===== src/rtl/led_pwm_pkg.sv =====
// Shared definitions for the LED PWM controller: channel modes and register map.
package led_pwm_pkg;

  typedef enum logic [1:0] {
    MODE_OFF   = 2'b00,
    MODE_ON    = 2'b01,
    MODE_BLINK = 2'b10,
    MODE_PWM   = 2'b11
  } led_mode_e;

  localparam int unsigned ADDR_CTRL      = 0;
  localparam int unsigned ADDR_BLINK_DIV = 1;
  localparam int unsigned ADDR_STATUS    = 2;
  localparam int unsigned ADDR_CH_BASE   = 4;
  localparam int unsigned CH_STRIDE      = 2;

  function automatic int unsigned mode_addr(input int unsigned ch);
    return ADDR_CH_BASE + CH_STRIDE * ch;
  endfunction

  function automatic int unsigned duty_addr(input int unsigned ch);
    return ADDR_CH_BASE + CH_STRIDE * ch + 1;
  endfunction

endpackage


===== src/rtl/led_pwm_ctrl_if.sv =====
// Simple wr_en/rd_en register bus shared by the fabric peripherals.
interface led_pwm_ctrl_if #(
  parameter int unsigned ADDR_W = 5,
  parameter int unsigned DATA_W = 8
);
  logic              wr_en;
  logic              rd_en;
  logic [ADDR_W-1:0] addr;
  logic [DATA_W-1:0] data_in;
  logic [DATA_W-1:0] data_out;

  modport master (output wr_en, rd_en, addr, data_in, input data_out);
  modport slave  (input wr_en, rd_en, addr, data_in, output data_out);
endinterface


===== src/rtl/led_pwm_timebase.sv =====
// Shared timebase: prescaler tick, free-running PWM counter and blink phase.
module led_pwm_timebase #(
  parameter int unsigned DATA_W    = 8,
  parameter int unsigned PWM_W     = 8,
  parameter int unsigned PRESC_DIV = 4
) (
  input  logic              clk,
  input  logic              nreset,
  input  logic              enable,
  input  logic [DATA_W-1:0] blink_div,
  output logic [PWM_W-1:0]  pwm_cnt,
  output logic              blink_phase
);

  localparam int unsigned PRESC_W = (PRESC_DIV > 1) ? $clog2(PRESC_DIV) : 1;
  localparam logic [PRESC_W-1:0] PRESC_MAX = PRESC_W'(PRESC_DIV - 1);

  logic [PRESC_W-1:0] presc_q, presc_d;
  logic [PWM_W-1:0]   pwm_q, pwm_d;
  logic [DATA_W-1:0]  blink_cnt_q, blink_cnt_d;
  logic               blink_phase_q, blink_phase_d;
  logic               tick;
  logic               wrap_evt;

  always_comb begin
    tick          = (presc_q == PRESC_MAX);
    wrap_evt      = tick && (pwm_q == '1);
    presc_d       = tick ? '0 : presc_q + 1'b1;
    pwm_d         = tick ? pwm_q + 1'b1 : pwm_q;
    blink_cnt_d   = blink_cnt_q;
    blink_phase_d = blink_phase_q;
    // Exact-match compare: lowering blink_div below the count lets it run the full range first.
    if (wrap_evt) begin
      if (blink_cnt_q == blink_div) begin
        blink_cnt_d   = '0;
        blink_phase_d = ~blink_phase_q;
      end else begin
        blink_cnt_d = blink_cnt_q + 1'b1;
      end
    end
    if (!enable) begin
      presc_d       = '0;
      pwm_d         = '0;
      blink_cnt_d   = '0;
      blink_phase_d = 1'b0;
    end
  end

  always_ff @(posedge clk) begin
    if (!nreset) begin
      presc_q       <= '0;
      pwm_q         <= '0;
      blink_cnt_q   <= '0;
      blink_phase_q <= 1'b0;
    end else begin
      presc_q       <= presc_d;
      pwm_q         <= pwm_d;
      blink_cnt_q   <= blink_cnt_d;
      blink_phase_q <= blink_phase_d;
    end
  end

  assign pwm_cnt     = pwm_q;
  assign blink_phase = blink_phase_q;

endmodule


===== src/rtl/led_pwm_ctrl.sv =====
// Bus-addressed LED controller: per-channel off/on/blink/PWM modes over a shared timebase.
module led_pwm_ctrl
  import led_pwm_pkg::*;
#(
  parameter int unsigned NUM_LEDS  = 8,
  parameter int unsigned DATA_W    = 8,
  parameter int unsigned ADDR_W    = 5,
  parameter int unsigned PWM_W     = 8,
  parameter int unsigned PRESC_DIV = 4
) (
  input  logic                clk,
  input  logic                nreset,
  led_pwm_ctrl_if.slave       bus,
  output logic [NUM_LEDS-1:0] led_port
);

  logic                enable_q, enable_d;
  logic [DATA_W-1:0]   blink_div_q, blink_div_d;
  led_mode_e           mode_q [NUM_LEDS];
  led_mode_e           mode_d [NUM_LEDS];
  logic [PWM_W-1:0]    duty_q [NUM_LEDS];
  logic [PWM_W-1:0]    duty_d [NUM_LEDS];
  logic [DATA_W-1:0]   data_out_q, data_out_d;
  logic [DATA_W-1:0]   rd_data;
  logic [NUM_LEDS-1:0] led_q, led_d;
  logic [PWM_W-1:0]    pwm_cnt;
  logic                blink_phase;

  led_pwm_timebase #(
    .DATA_W    (DATA_W),
    .PWM_W     (PWM_W),
    .PRESC_DIV (PRESC_DIV)
  ) u_timebase (
    .clk         (clk),
    .nreset      (nreset),
    .enable      (enable_q),
    .blink_div   (blink_div_q),
    .pwm_cnt     (pwm_cnt),
    .blink_phase (blink_phase)
  );

  always_comb begin
    enable_d    = enable_q;
    blink_div_d = blink_div_q;
    mode_d      = mode_q;
    duty_d      = duty_q;
    if (bus.wr_en) begin
      if (bus.addr == ADDR_W'(ADDR_CTRL))      enable_d    = bus.data_in[0];
      if (bus.addr == ADDR_W'(ADDR_BLINK_DIV)) blink_div_d = bus.data_in;
      for (int unsigned i = 0; i < NUM_LEDS; i++) begin
        if (bus.addr == ADDR_W'(mode_addr(i))) mode_d[i] = led_mode_e'(bus.data_in[1:0]);
        if (bus.addr == ADDR_W'(duty_addr(i))) duty_d[i] = bus.data_in[PWM_W-1:0];
      end
    end
  end

  // Read mux sees only _q state, so a same-cycle write returns the pre-write value.
  always_comb begin
    rd_data = '0;
    if (bus.addr == ADDR_W'(ADDR_CTRL))      rd_data = DATA_W'(enable_q);
    if (bus.addr == ADDR_W'(ADDR_BLINK_DIV)) rd_data = blink_div_q;
    if (bus.addr == ADDR_W'(ADDR_STATUS))    rd_data = DATA_W'(led_q);
    for (int unsigned i = 0; i < NUM_LEDS; i++) begin
      if (bus.addr == ADDR_W'(mode_addr(i))) rd_data = DATA_W'(mode_q[i]);
      if (bus.addr == ADDR_W'(duty_addr(i))) rd_data = DATA_W'(duty_q[i]);
    end
    data_out_d = bus.rd_en ? rd_data : data_out_q;
  end

  for (genvar g = 0; g < NUM_LEDS; g++) begin : g_ch
    logic lit;
    always_comb begin
      lit = 1'b0;
      unique case (mode_q[g])
        MODE_OFF:   lit = 1'b0;
        MODE_ON:    lit = 1'b1;
        MODE_BLINK: lit = blink_phase;
        MODE_PWM:   lit = (pwm_cnt < duty_q[g]);
        default:    lit = 1'b0;
      endcase
    end
    assign led_d[g] = enable_q & lit;
  end

  always_ff @(posedge clk) begin
    if (!nreset) begin
      enable_q    <= 1'b0;
      blink_div_q <= '0;
      data_out_q  <= '0;
      led_q       <= '0;
      for (int unsigned i = 0; i < NUM_LEDS; i++) begin
        mode_q[i] <= MODE_OFF;
        duty_q[i] <= '0;
      end
    end else begin
      enable_q    <= enable_d;
      blink_div_q <= blink_div_d;
      data_out_q  <= data_out_d;
      led_q       <= led_d;
      mode_q      <= mode_d;
      duty_q      <= duty_d;
    end
  end

  assign bus.data_out = data_out_q;
  assign led_port     = led_q;

endmodule


===== src/flat_wrapper.sv =====
// flat-port wrapper written by rule: the top's interface ports become plain ports
module led_pwm_ctrl_flat import led_pwm_pkg::*;
#(
  parameter int unsigned NUM_LEDS  = 8,
  parameter int unsigned DATA_W    = 8,
  parameter int unsigned ADDR_W    = 5,
  parameter int unsigned PWM_W     = 8,
  parameter int unsigned PRESC_DIV = 4
)
  (clk, nreset, led_port, bus_wr_en, bus_rd_en, bus_addr, bus_data_in, bus_data_out);
  led_pwm_ctrl_if #(.ADDR_W(ADDR_W), .DATA_W(DATA_W)) bus_i ();
  input  logic clk;
  input  logic nreset;
  output logic [NUM_LEDS-1:0] led_port;
  input wire logic [$bits(bus_i.wr_en)-1:0] bus_wr_en;
  input wire logic [$bits(bus_i.rd_en)-1:0] bus_rd_en;
  input wire logic [$bits(bus_i.addr)-1:0] bus_addr;
  input wire logic [$bits(bus_i.data_in)-1:0] bus_data_in;
  output wire logic [$bits(bus_i.data_out)-1:0] bus_data_out;
  assign bus_i.wr_en = bus_wr_en;
  assign bus_i.rd_en = bus_rd_en;
  assign bus_i.addr = bus_addr;
  assign bus_i.data_in = bus_data_in;
  assign bus_data_out = bus_i.data_out;
  led_pwm_ctrl #(.NUM_LEDS(NUM_LEDS), .DATA_W(DATA_W), .ADDR_W(ADDR_W), .PWM_W(PWM_W), .PRESC_DIV(PRESC_DIV)) u_core (.clk(clk), .nreset(nreset), .bus(bus_i), .led_port(led_port));
endmodule

===== config.mk =====
export PLATFORM = sky130hd
export DESIGN_NAME = led_pwm_ctrl_flat
export DESIGN_NICKNAME = d
export VERILOG_FILES = /design/src/rtl/led_pwm_pkg.sv /design/src/rtl/led_pwm_ctrl_if.sv /design/src/rtl/led_pwm_timebase.sv /design/src/rtl/led_pwm_ctrl.sv /design/src/flat_wrapper.sv
export SDC_FILE = /design/constraint.sdc
export NUM_CORES = 1
export LEC_CHECK = 0
export ABC_AREA = 1
export CAP_MARGIN = 20
export CORE_UTILIZATION = 60
export DETAILED_ROUTE_END_ITERATION = 10
export GPL_ROUTABILITY_DRIVEN = 0
export HOLD_SLACK_MARGIN = 0.06
export PLACE_DENSITY = 0.8
export SLEW_MARGIN = 20
export SYNTH_ARGS = -nofsm -noshare
export SYNTH_HDL_FRONTEND = slang
export SYNTH_SLANG_ARGS = --single-unit

===== constraint.sdc =====
create_clock -name clk -period 3.07 [get_ports clk]
set_clock_uncertainty 0.15 [all_clocks]
set_input_delay 0.921 -clock clk [delete_from_list [all_inputs] [get_ports clk]]
set_output_delay 0.921 -clock clk [all_outputs]
set_load 0.01 [all_outputs]

* Yosys cells after proc, flatten, opt, wreduce, memory -nomap -nowiden
Index checks and enable logic that the tools add are counted.
** Word-level totals
- Bits in registers :: 124
- Bits of input ports :: 17
- Output and inout bits :: 16
- Word-level logic and storage cells :: 150
** Cells by class
- $add $sub $neg :: 3
- $lt $le $gt $ge :: 8
- Equal/unequal tests :: 45
- Multiplexer cells :: 28
- Bitwise operators :: 11
- Reduce and logical (&&, ||, !) cells :: 31
** Operators by type and width (count)
- 8-bit two-way mux :: 19
- 8-bit < comparator :: 8
- 5-bit by 4-bit == test with 1-bit output, second input constant :: 8
- 2-bit AND reduction :: 20
- 2-bit == test, second input constant :: 17
- 1-bit case mux with 4 select lines :: 8
- 5-bit by 3-bit == test with 1-bit output, second input constant :: 4
- 5-bit == test, second input constant :: 4
- 8-bit by 1-bit adder with 8-bit output, second input constant :: 2
- 2-bit by 1-bit == test with 1-bit output, second input constant :: 8
- 2-bit logical NOT :: 8
- 1-bit AND :: 8
- 8-bit == test :: 1
- 8-bit == test, second input constant :: 1
- 5-bit by 1-bit == test with 1-bit output, second input constant :: 1
- 5-bit by 2-bit == test with 1-bit output, second input constant :: 1
- 5-bit logical NOT :: 1
- 1-bit inverter :: 3
- 3-bit OR reduction :: 1
- 2-bit by 1-bit adder with 2-bit output, second input constant :: 1
- 1-bit logical AND :: 1
- 1-bit two-way mux :: 1

* Longest topological paths before layout
Gate-level depths: netlist (run 1).
- Word-level depth :: 20
- Depth in mapped cells :: 17
- Mapped depth without buffers :: 16

* Cells and area by module
A second synthesis (run 1) with hierarchy kept.
** Unflattened totals
- Cell total of the unflattened synthesis :: 937
- Area, all modules :: 6765.2 µm²
** By module, submodules not included
- led_pwm_ctrl :: instances 1, cells each 753, area each 5646.7 µm², sequential area each 2102.0 µm²
- led_pwm_timebase :: instances 1, cells each 184, area each 1118.6 µm², sequential area each 380.4 µm²

* Worst setup path after synthesis (run 1)
OpenSTA, ideal clock, no wires.
- Path type :: input to register
- Start point :: input bus_addr[0]
- End point :: register u_core.data_out_q[6] (netlist: u_core.bus.data_out[6])
- Library setup time :: 0.116 ns
- Data arrival time :: 2.196 ns
- Data required time :: 2.804 ns
- Slack :: 0.608 ns
- Stages on the path :: 13
- Buffers on the path :: 1
- Cell sequence :: buf_4 inv_2 nor2_2 inv_1 nor2_1 inv_2 o21ai_0 a221oi_1 o221ai_1 a21oi_1 nand3_1 o211ai_1 inv_1
** Between the ends
- Cells in the longest elaborated chain, start to end :: 19
- Elaborated cells between the ends (all ways) :: 36
- Those cells by class :: eq/ne (18); mux (18)
** Ends and longest elaborated chain
- start, declared :: line flat_wrapper.sv:17 : input wire logic [$bits(bus_i.addr)-1:0] bus_addr;
- 5-bit by 1-bit == test with 1-bit output :: line led_pwm_ctrl.sv:61 : if (bus.addr == ADDR_W'(ADDR_BLINK_DIV)) rd_data = blink_div_q;
- 8-bit two-way mux :: line led_pwm_ctrl.sv:61
- 8-bit two-way mux :: line led_pwm_ctrl.sv:62 : if (bus.addr == ADDR_W'(ADDR_STATUS)) rd_data = DATA_W'(led_q);
- 8-bit two-way mux :: line led_pwm_ctrl.sv:64 : if (bus.addr == ADDR_W'(mode_addr(i))) rd_data = DATA_W'(mode_q[i]);
- 8-bit two-way mux :: line led_pwm_ctrl.sv:65 : if (bus.addr == ADDR_W'(duty_addr(i))) rd_data = DATA_W'(duty_q[i]);
- 8-bit two-way mux :: line led_pwm_ctrl.sv:64
- 8-bit two-way mux :: line led_pwm_ctrl.sv:65
- 8-bit two-way mux :: line led_pwm_ctrl.sv:64
- (+3 left out)
- 8-bit two-way mux :: line led_pwm_ctrl.sv:64
- 8-bit two-way mux :: line led_pwm_ctrl.sv:65
- 8-bit two-way mux :: line led_pwm_ctrl.sv:64
- 8-bit two-way mux :: line led_pwm_ctrl.sv:65
- 8-bit two-way mux :: line led_pwm_ctrl.sv:64
- 8-bit two-way mux :: line led_pwm_ctrl.sv:65
- 8-bit two-way mux :: line led_pwm_ctrl.sv:64
- 8-bit two-way mux * :: line led_pwm_ctrl.sv:65
- end signal, assigned :: line led_pwm_ctrl.sv:98 : data_out_q <= data_out_d;
- end, declared :: line led_pwm_ctrl.sv:23 : logic [DATA_W-1:0] data_out_q, data_out_d;
Mark *: on every way between the ends. The rest lies on a longest branch, timed or not.
A chain may end at the register's enable or synchronous reset.

* Worst setup path after layout (run 1)
- Start point :: input bus_addr[1]
- End point :: register u_core.data_out_q[6] (netlist: u_core.bus.data_out[6])
Same word-level chain as after synthesis.

==> flow_metrics.env, run 1 <==
export IMPL_crit_path_start_kind="input port"
export IMPL_final_layout_size_suffix_gt1_share_pct=8.96
export IMPL_grt_util_met1_pct=39.6
export IMPL_clock_tree_buffer_depth=2
export IMPL_pwr_share_comb_pct=5.8
export IMPL_multi_input_area_um2=3540
export IMPL_syn_area_um2=6610
export IMPL_rows=37
export IMPL_synthFlopType="dfxtp_1"
export IMPL_stdcell_area_um2=7890
export IMPL_internal_power_w=0.00328
export IMPL_switchingPower_w=0.000942
export IMPL_hold_viol=0
export IMPL_dpl_cell_area_um2=7210
export IMPL_drv_cap=0
export IMPL_ant_nets=0
export IMPL_start_util_pct=62.9
export IMPL_period_needed_ns=2.73
export IMPL_yosysSeqAreaShare_pct=37.6
export IMPL_area_delta_synth_final_pct=19.5
export IMPL_synth_avg_cell_area_um2=7.57
export IMPL_cp_required_ns=3.34
export IMPL_final_seq_area_um2=2480
export IMPL_cts_tree="built"
export IMPL_power_frac_seq_pct=38.9
export IMPL_fillers=767
export IMPL_wl_per_cell_um=18.1
export IMPL_grtUsageMet3_pct=9.24
export IMPL_setup_violations=0
export IMPL_synth_nets=949
export IMPL_synth_async_reset_ratio_pct=0
export IMPL_status="finished, final reports clean"
export IMPL_drc=0
export IMPL_cts_resized=0
export IMPL_final_setup_tns_ns=0
export IMPL_grt_pass1_vias=6639
export IMPL_vias=6559
export IMPL_clock_sinks=124
export IMPL_fmax_ghz=0.366
export IMPL_grt_start_max_net_pins=63
export IMPL_fin_nets=1000
export IMPL_grt_use_total_pct=35.7
export IMPL_fin_crit_sh_pct=89.1
export IMPL_gr_total_overflow=0
export IMPL_die_x_um=107
export IMPL_clockPowerShare_pct=55.3
export IMPL_worst_pin_slew_ns=0.723
export IMPL_layout_commonest_cell="a21oi_1"
export IMPL_layout_common_cells="147 x a21oi_1, 124 x dfxtp_1, 121 x nand2_1"
export IMPL_fin_ws_ns=0.336
export IMPL_power_density_nw_per_um2=535
export IMPL_worstPathArrival_ns=3.00
export IMPL_clockRootBuffer="clkbuf_8"
export IMPL_cp_end_kind="flip-flop"
export IMPL_clock_latency_ns=0.54
export IMPL_dpl_hpwl_um=13800
export IMPL_timing_hold_ws_ns=0.286
export IMPL_hp_class="reg2reg"
export IMPL_grtUsageMet2_pct=60.9
export IMPL_io_buffers=32
export IMPL_die_area_um2=11400
export IMPL_drtIter0Drc=588
export IMPL_yosys_cell_types_count=37
export IMPL_h_tree_depth=4
export IMPL_die_y_um=107
export IMPL_dr_pass1_iters=6
export IMPL_diodes=0
export IMPL_path_clk_slew_ns=0.06
export IMPL_rsz0062_at_grt="no"
export IMPL_final_util_pct=75.1
export IMPL_numCtsBuffers=17
export IMPL_ios=33
export IMPL_synth_edf_count=0
export IMPL_synth_cells=873
export IMPL_antenna_found_initial=0
export IMPL_finalMaxSlewViolations=0
export IMPL_slew_headroom_pct=51.7
export IMPL_worst_setup_path_type="in2reg"
export IMPL_core_um2=10500
export IMPL_yosysWarnings=0
export IMPL_grt_pass1_wl_um=31300
export IMPL_dpl_worst_slack_ns=-0.0495
export IMPL_holdBufCountCts=0
export IMPL_wl_um=19500
export IMPL_p_leak_nw=2.94
export IMPL_post_cts_buffers=0
export IMPL_switching_share_pct=22.3
export IMPL_synth_seq_cells=124
export IMPL_via_per_inst=6.11
export IMPL_peakVddDrop_v=0.000566
export IMPL_grt_most_used_layer="met2"
export IMPL_cp_max_fo=7
sequential cells by signal, indices dropped and copies added (netlist names):
register / count
u_core.led_port: 8
u_core.duty_q: 64
u_core.u_timebase.blink_phase: 1
u_core.u_timebase.pwm_cnt: 8
u_core.bus.data_out: 8
u_core.enable_q: 1
u_core.mode_q: 16
u_core.blink_div_q: 8
u_core.u_timebase.presc_q: 2
u_core.u_timebase.blink_cnt_q: 8
area by class of cell:
| type | count | area share (%) |
|---|---|---|
| clock buffers | 17 | 5.25 |
| clock inverters | 15 | 3.41 |
| inverters | 122 | 5.83 |
| multi-input cells | 596 | 44.8 |
| flip-flops and latches | 124 | 31.5 |
| well taps | 136 | 2.16 |
| repair buffers | 63 | 7.10 |
synth_stat cells (all sizes together), types with 12 or more instances:
| library cell | count | area (µm²) |
|---|---|---|
| nor3 | 13 | 76.3 |
| nand3 | 28 | 145 |
| a21oi | 147 | 736 |
| o21ai | 88 | 440 |
| nand4 | 17 | 106 |
| nand2 | 122 | 460 |
| inv | 121 | 457 |
| a221oi | 12 | 105 |
| o211ai | 22 | 165 |
| dfxtp | 124 | 2480 |
| nor2 | 46 | 205 |
| ha | 59 | 738 |
| clkbuf | 27 | 101 |
layer usage:
metal  part of all wire [%]  vias to the layer above
met4                    5.2                        0
met5                      0                        -
met2                     48                      315
li1                       -                     3128
met1                     40                     3049
met3                    7.2                       67
final timing paths:
check	from	to	slack [ns]	depth (start not counted)
hold reg to reg	u_core.u_timebase.presc_q[0]$_SDFF_PP0_	u_core.u_timebase.presc_q[0]$_SDFF_PP0_	0.29	1
setup reg to reg	u_core.u_timebase.presc_q[0]$_SDFF_PP0_	u_core.u_timebase.blink_cnt_q[7]$_SDFFE_PN0P_	0.65	12
setup / recovery	bus_addr[1]	u_core.bus.data_out[6]$_SDFFE_PN0P_	0.34	12
hold / removal	u_core.u_timebase.presc_q[0]$_SDFF_PP0_	u_core.u_timebase.presc_q[0]$_SDFF_PP0_	0.29	1
cells by family after synthesis:
logic type | count (synthesis) | share of synthesized area [%]
AOI/OAI and AO/OA | 295 | 25.1
and+or+nand+nor | 237 | 16.6
buffers and inverters | 153 | 8.90
DFF | 124 | 37.6
adders and majority gates | 59 | 11.2
xor gates and xnor gates | 5 | 0.663
stage by stage:
stage               power [W]  cells
floorplan             0.00180    873
global placement      0.00190   1041
detailed placement    0.00191   1041
CTS                   0.00422   1073
global route          0.00433   1073
finish                0.00422   1073
worst max-delay path, stage by stage:
cell	delay [ns]
clkdlybuf4s50_1	0.62
nor2_2	0.10
inv_1	0.11
nor2_1	0.10
inv_2	0.11
o21ai_0	0.09
a221oi_1	0.24
o221ai_1	0.19
a21oi_1	0.19
nand3_1	0.10
o211ai_1	0.14
inv_1	0.10
power by group through the flow:
stage	Sequential [W]	Combinational [W]	Clock (W)
global route	0.00164	0.000268	0.00242
CTS	0.00164	0.000240	0.00234
floorplan	0.00167	0.000131	0
global placement	0.00168	0.000227	0
detailed placement	0.00168	0.000236	0
finish	0.00164	0.000247	0.00233
Power figures use the tool's default switching activity.
==> inputs of run 2 (changes only) <==
Settings changed: CORE_UTILIZATION 60 to 55, PLACE_DENSITY 0.8 to 0.74.
==> run 2 against run 1 <==
Net effect:
- non-clock buffer count up 9
- worst hold slack worse by 0.0053 ns
- first-iteration DRC count up 13%
- largest power group unchanged
- die area up 8.9%
- global-route usage down 2.5 points
==> flow_metrics.env, run 2 (synthesis results as in run 1) <==
export IMPL_status="finished, final reports clean"
export IMPL_via_per_inst=6.10
export IMPL_met3_length_um=1740
export IMPL_layout_commonest_cell="a21oi_1"
export IMPL_cts_resized=0
export IMPL_fin_nets=1009
export IMPL_worst_pin_slew_ns=0.714
export IMPL_slew_headroom_pct=52.4
export IMPL_timing_hold_ws_ns=0.280
export IMPL_total_power_w=0.00391
export IMPL_wl_um=20000
export IMPL_die_x_um=112
export IMPL_grt_use_total_pct=33.3
export IMPL_drtIter0Drc=665
export IMPL_h_tree_depth=4
export IMPL_period_needed_ns=2.80
export IMPL_diodes=0
export IMPL_gr_total_overflow=0
export IMPL_clockRootBuffer="clkbuf_16"
export IMPL_drc=0
export IMPL_dpl_hpwl_um=14300
export IMPL_hold_viol=0
export IMPL_clock_latency_ns=0.42
export IMPL_cp_end_kind="flip-flop"
export IMPL_fin_crit_sh_pct=91.3
export IMPL_die_y_um=112
export IMPL_stdcell_area_um2=7880
export IMPL_hp_class="reg2reg"
export IMPL_routed_top_layer="met4"
export IMPL_switchingPower_w=0.000900
export IMPL_worstPathArrival_ns=2.97
export IMPL_power_frac_seq_pct=42.1
export IMPL_largest_reg_flops=64
export IMPL_top_regs="u_core.duty_q x64, u_core.mode_q x16"
export IMPL_rows=39
export IMPL_finalMaxSlewViolations=0
export IMPL_cts_tree="built"
export IMPL_dr_pass1_iters=5
export IMPL_fmax_ghz=0.357
export IMPL_post_cts_buffers=0
export IMPL_met1_length_um=7830
export IMPL_power_density_nw_per_um2=496
export IMPL_rsz0062_at_grt="no"
export IMPL_p_leak_nw=2.95
export IMPL_layout_common_cells="147 x a21oi_1, 124 x dfxtp_1, 121 x nand2_1"
export IMPL_dpl_cell_area_um2=7290
export IMPL_crit_path_start_kind="input port"
export IMPL_core_um2=11600
export IMPL_io_buffers=32
export IMPL_die_area_um2=12500
export IMPL_numCtsBuffers=17
export IMPL_drv_cap=0
export IMPL_wl_per_cell_um=18.3
export IMPL_final_setup_tns_ns=0
export IMPL_clock_sinks=124
export IMPL_setup_violations=0
export IMPL_grt_pass1_wl_um=31900
export IMPL_cp_max_fo=7
export IMPL_internal_power_w=0.00301
export IMPL_area_delta_synth_final_pct=19.2
export IMPL_start_util_pct=57.1
export IMPL_pwr_share_comb_pct=6.4
export IMPL_final_layout_size_suffix_gt1_share_pct=9.73
export IMPL_grt_pass1_vias=6351
export IMPL_worst_setup_path_type="in2reg"
export IMPL_grt_start_max_net_pins=83
export IMPL_holdBufCountCts=0
export IMPL_peakVddDrop_v=0.000392
export IMPL_wl_met2_um=9650
export IMPL_cp_required_ns=3.24
export IMPL_clockPowerShare_pct=51.6
export IMPL_clock_tree_buffer_depth=2
export IMPL_regMostFlops="u_core.duty_q"
export IMPL_switching_share_pct=23.0
export IMPL_antenna_found_initial=0
export IMPL_path_clk_slew_ns=0.05
export IMPL_ant_nets=0
export IMPL_ios=33
export IMPL_vias=6642
[run 2: routing by layer]
metal / vias up / global-route usage [%]
met3: 60 / 5.61
li1: 3157 / -
met4: 0 / 16.6
met1: 3080 / 40.8
met2: 345 / 56.4
met5: - / 0
[run 2: area by class of cell]
type | count | area (µm²)
fillers | 972 | 3690
multi-input cells | 596 | 3540
flip-flops and latches | 124 | 2480
inverters | 122 | 460
repair buffers | 72 | 628
well taps | 143 | 179
clock inverters | 13 | 149
clock buffers | 19 | 443
[run 2: power groups by stage]
stage	Combinational [W]	Clock [W]	Sequential, W
floorplan	0.000131	0	0.00167
global placement	0.000236	0	0.00168
detailed placement	0.000242	0	0.00168
CTS	0.000244	0.00203	0.00164
global route	0.000271	0.00210	0.00164
finish	0.000249	0.00201	0.00164
[run 2: worst paths after layout]
path	startpoint	end	slack (ns)	cells past startpoint
min reg2reg	u_core.u_timebase.presc_q[0]$_SDFF_PP0_	u_core.u_timebase.presc_q[0]$_SDFF_PP0_	0.28	1
max	bus_addr[1]	u_core.bus.data_out[3]$_SDFFE_PN0P_	0.27	12
min	u_core.u_timebase.presc_q[0]$_SDFF_PP0_	u_core.u_timebase.presc_q[0]$_SDFF_PP0_	0.28	1
max reg2reg	u_core.u_timebase.pwm_cnt[1]$_SDFFE_PN0P_	u_core.u_timebase.blink_cnt_q[7]$_SDFFE_PN0P_	0.52	12
[run 2: critical path, stage by stage]
cell and delay [ns]:
clkdlybuf4s50_1 0.61, nor2_2 0.09, inv_1 0.11, nor2_1 0.10, inv_2 0.10, o21ai_0 0.10, a221oi_1 0.31, o221ai_1 0.24
a21oi_1 0.16, nand3_1 0.08, o211ai_1 0.09, inv_1 0.05
[run 2: metrics by stage]
stage          instances  utilization, %  setup WS [ns]
6_report            1089            68.1          0.268
5_1_grt             1089            68.1         0.0915
4_1_cts             1089            68.1          0.306
3_5_place_dp        1057            63.0         -0.133
3_3_place_gp        1057            63.0        -0.0847
2_1_floorplan        873               -          0.608
==> inputs of run 3 (changes only) <==
Settings changed: PLACE_DENSITY 0.74 to 0.77.
Clock period 3.07 ns to 2.4 ns, I/O delays scaled along.
==> run 3 against run 2 <==
Net effect:
- wire length fell by 0.97%
- setup slack worse by 0.19 ns
- highest routed layer unchanged
- clock power grew 20%
- non-clock buffer count grew 28
- first-iteration DRC count is 5.4% lower
- critical path depth unchanged
- register-to-register slack got worse by 0.40 ns
- via count grew 1.2%
==> flow_metrics.env, run 3 (synthesis results as in run 1) <==
export IMPL_vias=6723
export IMPL_area_delta_synth_final_pct=25.2
export IMPL_final_seq_area_um2=2480
export IMPL_rows=39
export IMPL_via_per_inst=6.02
export IMPL_dp_cells=1079
export IMPL_total_power_w=0.00487
export IMPL_rsz0062_at_grt="yes"
export IMPL_die_x_um=112
export IMPL_rr_startpoint="u_core.u_timebase.pwm_cnt[1]$_SDFFE_PN0P_"
export IMPL_switching_share_pct=23.2
export IMPL_cp_end_kind="flip-flop"
export IMPL_switchingPower_w=0.00113
export IMPL_cts_tree="built"
export IMPL_min_from="u_core.u_timebase.presc_q[0]$_SDFF_PP0_"
export IMPL_min_path_cells=1
export IMPL_reg2reg_slack_ns=0.12
export IMPL_final_layout_size_suffix_gt1_share_pct=14.7
export IMPL_drv_cap=0
export IMPL_cp_max_fo=6
export IMPL_core_um2=11600
export IMPL_antenna_found_initial=0
export IMPL_regMostFlops="u_core.duty_q"
export IMPL_wl_per_cell_um=17.7
export IMPL_numCtsBuffers=17
export IMPL_start_util_pct=57.1
export IMPL_stdcell_area_um2=8270
export IMPL_die_y_um=112
export IMPL_fin_crit_sh_pct=96.8
export IMPL_peakVddDrop_v=0.000471
export IMPL_drc=0
export IMPL_min_to="u_core.u_timebase.presc_q[0]$_SDFF_PP0_"
export IMPL_ff2ff_path_depth=9
export IMPL_top_regs="u_core.duty_q x64, u_core.mode_q x16"
export IMPL_clockPowerShare_pct=49.6
export IMPL_io_buffers=32
export IMPL_finalMaxSlewViolations=0
export IMPL_worstPathArrival_ns=2.48
export IMPL_routed_top_layer="met4"
export IMPL_internal_power_w=0.00374
export IMPL_worst_setup_path_type="in2reg"
export IMPL_ios=33
export IMPL_die_area_um2=12500
export IMPL_grt_use_total_pct=32.1
export IMPL_fin_nets=1037
export IMPL_dpl_cell_area_um2=7510
export IMPL_timing_rr_end="u_core.led_port[0]$_SDFF_PN0_"
export IMPL_gr_total_overflow=0
export IMPL_power_frac_seq_pct=43.2
export IMPL_timing_hold_ws_ns=0.289
export IMPL_grt_pass1_vias=6609
export IMPL_met1_length_um=7820
export IMPL_slew_headroom_pct=60.6
export IMPL_clock_latency_ns=0.42
export IMPL_instances_no_fill=1116
export IMPL_clockRootBuffer="clkbuf_16"
export IMPL_p_leak_nw=3.16
export IMPL_setup_violations=0
export IMPL_dpl_hpwl_um=14200
export IMPL_grt_start_max_net_pins=84
export IMPL_largest_reg_flops=64
export IMPL_fmax_ghz=0.430
export IMPL_period_needed_ns=2.32
export IMPL_path_clk_slew_ns=0.05
export IMPL_clock_sinks=124
export IMPL_power_density_nw_per_um2=588
export IMPL_crit_path_start_kind="input port"
export IMPL_pwr_share_comb_pct=7.2
export IMPL_clock_tree_buffer_depth=2
export IMPL_wl_um=19800
export IMPL_layout_common_cells="145 x a21oi_1, 124 x dfxtp_1, 116 x nand2_1"
export IMPL_h_tree_depth=4
export IMPL_fillers=857
export IMPL_hp_class="reg2reg"
export IMPL_layout_commonest_cell="a21oi_1"
export IMPL_met3_length_um=1420
export IMPL_dpl_worst_slack_ns=-0.566
export IMPL_worst_pin_slew_ns=0.591
export IMPL_drtIter0Drc=629
export IMPL_ant_nets=0
export IMPL_wl_met2_um=9570
export IMPL_status="finished, final reports clean"
export IMPL_grt_pass1_wl_um=31300
export IMPL_diodes=0
export IMPL_cp_required_ns=2.56
export IMPL_multi_input_area_um2=3690
export IMPL_dr_pass1_iters=5
export IMPL_fin_ws_ns=0.0761
export IMPL_hold_viol=0
[run 3: layout make-up]
class	count	area share, %
Inverter	122	5.57
Clock inverter	7	0.771
Sequential cell	124	30.0
Timing Repair Buffer	100	10.9
Tap cell	143	2.16
Clock buffer	24	5.94
Multi-Input combinational cell	596	44.6
[run 3: critical path, cell delays in order]
cell and delay [ns]:
clkdlybuf4s50_1 0.45, nand2_1 0.13, nor2_4 0.06, nand2_2 0.09, nor2_4 0.06, buf_4 0.16, a221oi_4 0.25, o221ai_1 0.16
a21oi_1 0.16, nand3_1 0.08, o211ai_1 0.09, inv_1 0.06
[run 3: routing by layer]
metal  track usage (%)  vias to the layer above
met1              37.1                     3153
met3              6.64                       71
met2              54.4                      299
li1                  -                     3200
met4              20.2                        0
met5                 0                        -
[run 3: worst max path at each step]
| stage | from | to | slack, ns | cells after the start |
|---|---|---|---|---|
| 4_1_cts | bus_addr[3] | u_core.bus.data_out[3]$_SDFFE_PN0P_ | -0.02 | 13 |
| 3_5_place_dp | bus_addr[1] | u_core.bus.data_out[6]$_SDFFE_PN0P_ | -0.57 | 12 |
| 3_3_place_gp | bus_addr[1] | u_core.bus.data_out[7]$_SDFFE_PN0P_ | -0.49 | 12 |
| 5_1_grt | bus_addr[2] | u_core.bus.data_out[1]$_SDFFE_PN0P_ | -0.02 | 16 |
| 6_report | bus_addr[2] | u_core.bus.data_out[6]$_SDFFE_PN0P_ | 0.08 | 12 |
| 2_1_floorplan | bus_addr[0] | u_core.bus.data_out[6]$_SDFFE_PN0P_ | 0.14 | 13 |
[run 3: power groups by stage]
stage	registers [W]	logic, W	clock network, W
after global routing	0.00210	0.000376	0.00252
after floorplan	0.00214	0.000167	0
after CTS	0.00210	0.000332	0.00241
after global placement	0.00214	0.000317	0
after detailed placement	0.00214	0.000326	0
final	0.00210	0.000349	0.00241
[run 3: timing repair]
action,CTS,global route
hold buffers,0,0
resized for setup,10,28
gates cloned,0,0
setup buffers,3,3
setup endpoints to repair,7,22
pin swaps,1,2
[run 3: metrics by stage]
| step | util (%) | setup TNS (ns) |
|---|---|---|
| 6_report | 71.5 | 0 |
| 2_1_floorplan | - | 0 |
| 3_5_place_dp | 65.0 | -21.20 |
| 4_1_cts | 70.3 | -0.0158 |
| 5_1_grt | 71.5 | -0.0251 |
| 3_3_place_gp | 65.0 | -17.71 |
